$ cat config.mk
export PLATFORM = sky130hd
export DESIGN_NAME = serial_addsub_seq
export DESIGN_NICKNAME = d
export VERILOG_FILES = /design/src/rtl/arith_pkg.sv /design/src/rtl/full_adder_using_demux.sv /design/src/rtl/serial_addsub_seq.sv
export SDC_FILE = /design/constraint.sdc
export NUM_CORES = 1
export LEC_CHECK = 0
export CELL_PAD_IN_SITES_DETAIL_PLACEMENT = 1
export CELL_PAD_IN_SITES_GLOBAL_PLACEMENT = 2
export CORE_MARGIN = 2
export CORE_UTILIZATION = 35
export DETAILED_ROUTE_END_ITERATION = 6
export DONT_BUFFER_PORTS = 1
export PLACE_DENSITY = 0.72
export SYNTH_ARGS = -nofsm -noshare
export SYNTH_HDL_FRONTEND = slang
export SYNTH_HIERARCHICAL = 1
export SYNTH_SLANG_ARGS = --single-unit
$ cat constraint.sdc
create_clock -name clk -period 2.1 [get_ports clk]
set_input_delay 0.525 -clock clk [delete_from_list [all_inputs] [get_ports clk]]
set_output_delay 0.525 -clock clk [all_outputs]
set_load 0.02 [all_outputs]
$ cat src/rtl/arith_pkg.sv
// Shared types for the bit-serial arithmetic sequencer.
// No logic; state encoding and op codes only.
// Imported by the sequencer top.
package arith_pkg;
    typedef enum logic [1:0] {
        IDLE  = 2'd0,
        SHIFT = 2'd1,
        DONE  = 2'd2
    } state_t;

    localparam logic OP_ADD = 1'b0;
    localparam logic OP_SUB = 1'b1;
endpackage

$ cat src/rtl/full_adder_using_demux.sv
// One-bit full adder built from a 1-of-8 demux on {a,b,cin}.
// Purely combinational, zero latency.
// No flow control.
module full_adder_using_demux (
    input  logic a,
    input  logic b,
    input  logic cin,
    output logic sum,
    output logic cout
);
    logic [7:0] line;

    always_comb begin
        line = '0;
        line[{a, b, cin}] = 1'b1;
    end

    // Odd-parity minterms give the sum; minterms with two or more ones give the carry.
    assign sum  = line[1] | line[2] | line[4] | line[7];
    assign cout = line[3] | line[5] | line[6] | line[7];
endmodule

$ cat src/rtl/serial_addsub_seq.sv
// Bit-serial N-bit add/subtract using one full-adder cell, LSB first.
// Latency: start edge, then N bit edges; done pulses for one cycle after that.
// start is ignored while busy; a new request is accepted in IDLE or in the DONE cycle.
module serial_addsub_seq
    import arith_pkg::*;
#(
    parameter int N = 8
) (
    input  logic         clk,
    input  logic         rst,
    input  logic         start,
    input  logic         op,
    input  logic [N-1:0] a,
    input  logic [N-1:0] b,
    input  logic         cin,
    output logic         busy,
    output logic         done,
    output logic [N-1:0] sum,
    output logic         cout
);
    localparam int CW = (N > 1) ? $clog2(N) : 1;
    localparam logic [CW-1:0] LAST = CW'(N - 1);

    state_t        state, state_nxt;
    logic [N-1:0]  a_sr, b_sr, s_sr, s_nxt;
    logic [CW-1:0] cnt;
    logic          carry;
    logic          op_q;
    logic          cell_s, cell_c;
    logic          load;
    logic          last;

    full_adder_using_demux u_cell (
        .a    (a_sr[0]),
        .b    (b_sr[0]),
        .cin  (carry),
        .sum  (cell_s),
        .cout (cell_c)
    );

    generate
        if (N == 1) begin : g_s1
            assign s_nxt = cell_s;
        end else begin : g_sn
            assign s_nxt = {cell_s, s_sr[N-1:1]};
        end
    endgenerate

    assign last = (cnt == LAST);

    always_comb begin
        state_nxt = state;
        load      = 1'b0;
        case (state)
            IDLE: begin
                if (start) begin
                    load      = 1'b1;
                    state_nxt = SHIFT;
                end
            end
            SHIFT: begin
                if (last) state_nxt = DONE;
            end
            DONE: begin
                if (start) begin
                    load      = 1'b1;
                    state_nxt = SHIFT;
                end else begin
                    state_nxt = IDLE;
                end
            end
            default: state_nxt = IDLE;
        endcase
    end

    always_ff @(posedge clk or posedge rst) begin
        if (rst) begin
            state <= IDLE;
            busy  <= 1'b0;
            done  <= 1'b0;
            sum   <= '0;
            cout  <= 1'b0;
            a_sr  <= '0;
            b_sr  <= '0;
            s_sr  <= '0;
            carry <= 1'b0;
            op_q  <= OP_ADD;
            cnt   <= '0;
        end else begin
            state <= state_nxt;
            busy  <= (state_nxt == SHIFT);
            done  <= (state_nxt == DONE);
            if (load) begin
                // Subtract runs as a + ~b + ~cin; the final carry is inverted into a borrow.
                a_sr  <= a;
                b_sr  <= (op == OP_SUB) ? ~b : b;
                carry <= cin ^ op;
                op_q  <= op;
                s_sr  <= '0;
                cnt   <= '0;
            end else if (state == SHIFT) begin
                a_sr  <= a_sr >> 1;
                b_sr  <= b_sr >> 1;
                s_sr  <= s_nxt;
                carry <= cell_c;
                if (!last) cnt <= cnt + CW'(1);
                if (last) begin
                    sum  <= s_nxt;
                    cout <= cell_c ^ op_q;
                end
            end
        end
    end
endmodule

==> results.tsv <==
stage	metric	value	unit
setup_path	r2r_cells	4	
global_routing	antenna_found_initial	0	
clock_network	cts_buffer_depth	2	
power_and_ir_drop	power.leakage	0.9918	nW
route	drc_errors	0	
timing	worst_pin_slew	0.5130	ns
min_path	hold_class	in2async	
placement	gp_congestion	0.7045	
finish	nets	166	
timing	final-max-slew-violation-count	0	
placement	pre_cts_ws	0.3801	ns
timing	finalCritPeriodShare	81.90	%
power_and_ir_drop	pwr-share-clk	23.5	%
setup_path	reg2reg_from	cnt[0]	
synthesis	ys_seq_area_share	57.42	%
route	dr.pass1.iters	4	
global_routing	first_global_vias	1070	
power_and_ir_drop	swShare	34.11	%
clock_network	clock-root-buffer	clkbuf_8	
clock_network	htree_levels	2	
die	coreArea	5010	µm²
route	ant_nets	0	
setup_path	cp-end-kind	register	
finish	multi_input_area	693.2	µm²
power_and_ir_drop	combPwrFrac	30.1	%
route	drt-total-wl	3.226	mm
timing	rsz0062_at_grt	no	
synthesis	synth_adder_area_share	2.521	%
synthesis	yosysWarnings	6	
run_status	status	finished clean	
power_and_ir_drop	irDropWorstVdd	405.5	µV
clock_network	ctsHoldBuffers	0	
power_and_ir_drop	cellPowerDensity	1601	nW/µm²
global_routing	grt_start_max_net_pins	42	
synthesis	syn_area	1787	µm²
clock_network	post_cts_resized	0	
die	rows	26	
placement	dp_hpwl	2.278	mm
setup_path	endpoint	sum[5]	
setup_path	cp-start-kind	register	
timing	finalWorstSetupSlack	0.3800	ns
clock_network	insertion_delay	0.29	ns
route	drtIter0Drc	66	
timing	timing.max_slew.rel_slack	65.69	%
timing	finalCriticalPeriod	1.720	ns
synthesis	synth.net_count	165	
setup_path	max_stage_delay	0.41	ns
setup_path	crit_top_cell	ha_1	
synthesis	synth-simple-area-share	7.283	%
die	io_pins	32	
die	die_w	75.45	µm
synthesis	synth_top_family_by_area	compound AO/OA/AOI/OAI gates	
power_and_ir_drop	pwr-share-seq	46.4	%
setup_path	rr_endpoint	sum[5]	
setup_path	rrSetupSlack	0.38	ns
setup_path	required	2.28	ns
clock_network	cts_buffers	5	
finish	nFillCells	548	
clock_network	postCtsSetupBuffers	0	
finish	syn_to_final_growth	10.08	%
timing	hold_viol_final	0	
synthesis	syn_inst	141	
setup_path	path_class	reg2reg	
timing	tns	0	ns
route	vias_per_cell	4.967	
clock_network	path_clk_slew	0.08	ns
finish	drive_above_1_share	11.89	%
route	wl_per_cell	15.15	µm
global_routing	gr-usage-all-layers	13.07	%
finish	antenna_cells	0	
timing	clock_skew	0.003824	ns
setup_path	cp_max_fo	12	
setup_path	crit_arrival	1.90	ns
job	cap_violations	0	
synthesis	synth-compound-area-share	13.87	%
die	initial_core_util	35.66	%
synthesis	synth.distinct_cells	25	
global_routing	overflow	0	
finish	seq_area	1026	µm²
clock_network	clock_sinks	41	
die	die_h	75.45	µm
clock_network	cts_tree	yes	
timing	finalSetupViolCount	0	
synthesis	syn_area_per_cell	12.67	µm²
power_and_ir_drop	cell_internal_pwr	2.075	mW
setup_path	setup.worst_path.start	cnt[0]	
synthesis	synthMuxAreaShare	10.08	%
die	dieArea	5693	µm²
placement	io_buffers	0	
synthesis	synthXorXnorAreaFrac	4.902	%
route	routed-via-count	1058	
global_routing	grt_pass1_wl	5.340	mm
setup_path	crit_slowest_cell	dfrtp_1	
power_and_ir_drop	power_switching	1.074	mW
synthesis	synth-seq-cells	41	
setup_path	crit_chain	ha_1 > ha_1 > nand3b_1 > mux2_2	
timing	fmax	581.4	MHz
[worst max-delay path: cells and delay by family, from the launching register on]
family,cells,cell delay [ns]
DFF,1,0.41
adders and majority gates,2,0.41
muxes,1,0.40
and+or+nand+nor,1,0.39
[synthesized netlist by cell type]
library cell	count	area, µm²
or2_1	1	6.260
nor2b_1	1	6.260
mux2_1	6	67.56
xnor2_1	1	8.760
fa_1	1	20.02
buf_4	5	37.54
a21o_1	7	52.55
o21ai_0	3	15.01
nand2_1	17	63.81
xor2_1	9	78.83
mux2i_1	9	90.09
a22o_1	16	140.1
buf_6	1	11.26
nor3b_2	1	12.51
o21ai_1	8	40.04
nand3b_1	1	7.510
mux2_2	2	22.52
and2b_4	1	10.01
nand2b_1	1	6.260
nor2_4	1	11.26
or2_2	1	6.260
ha_1	2	25.02
dfrtp_1	41	1026
buf_2	2	10.01
inv_1	3	11.26
[area by class of cell]
class	count	area share, %
sequential	41	52.16
multi-input combinational	89	35.24
tap	70	4.453
clock buffer	5	3.499
clock inverter	3	3.308
timing repair buffer	2	0.7634
inverter	3	0.5725
[stage by stage]
step           hold WS, ns  total power, mW  instance area (µm²)  util [%]  cells
5_1_grt             0.2734            3.400                 1967     39.26    213
2_1_floorplan       0.4500            2.251                 1787         -    141
3_3_place_gp        0.4603            2.370                 1833     36.59    205
4_1_cts             0.2588            3.194                 1967     39.26    213
3_5_place_dp        0.4701            2.442                 1833     36.59    205
6_report            0.2425            3.149                 1967     39.26    213
[cell usage in the layout (no fill, tap or decap), types with 3 or more instances in the layout]
| cell | synthesis | routed |
|---|---|---|
| a21o_1 | 7 | 7 |
| dfrtp_1 | 41 | 41 |
| a22o_1 | 16 | 16 |
| mux2i_1 | 9 | 9 |
| nand2_1 | 17 | 17 |
| clkbuf_8 | 0 | 5 |
| xor2_1 | 9 | 9 |
| inv_1 | 3 | 3 |
| mux2_1 | 6 | 6 |
| o21ai_1 | 8 | 8 |
| o21ai_0 | 3 | 3 |
[per-layer routing]
layer | GRT usage, % | wire length (µm) | vias to the layer above
met5 | 0 | 0 | -
met4 | 5.848 | 40 | 0
met3 | 4.101 | 140 | 4
met2 | 19.71 | 1593 | 27
met1 | 17.28 | 1450 | 537
li1 | - | - | 490
[flip-flops by register name, indices dropped and copies added (netlist names)]
signal / flops
a_sr: 8
b_sr: 8
sum: 8
s_sr: 7
cnt: 3
state: 2
busy: 1
carry: 1
cout: 1
done: 1
op_q: 1
[power by group through the flow]
stage / sequential, mW / combinational, mW / clock (mW)
6_report: 1.46 / 0.947 / 0.742
5_1_grt: 1.51 / 1.09 / 0.804
3_3_place_gp: 1.46 / 0.911 / 0
4_1_cts: 1.47 / 0.970 / 0.756
2_1_floorplan: 1.40 / 0.854 / 0
3_5_place_dp: 1.48 / 0.961 / 0
[worst min-delay path by stage]
| stage | end | cells past startpoint | slack [ns] |
|---|---|---|---|
| after floorplan | a_sr[1] | 1 | 0.45 |
| after global placement | a_sr[2] | 1 | 0.46 |
| after detailed placement | a_sr[1] | 1 | 0.47 |
| after CTS | carry | 2 | 0.26 |
| after global routing | sum[2] | 2 | 0.27 |
| final | a_sr[4] | 2 | 0.24 |
[logic make-up after synthesis]
logic type / after synthesis
compound gates: 34
xor+xnor: 10
fa+ha+maj: 3
buf+inv: 11
flops: 41
mux: 17
simple gates: 25
Power figures use the tool's default switching activity.
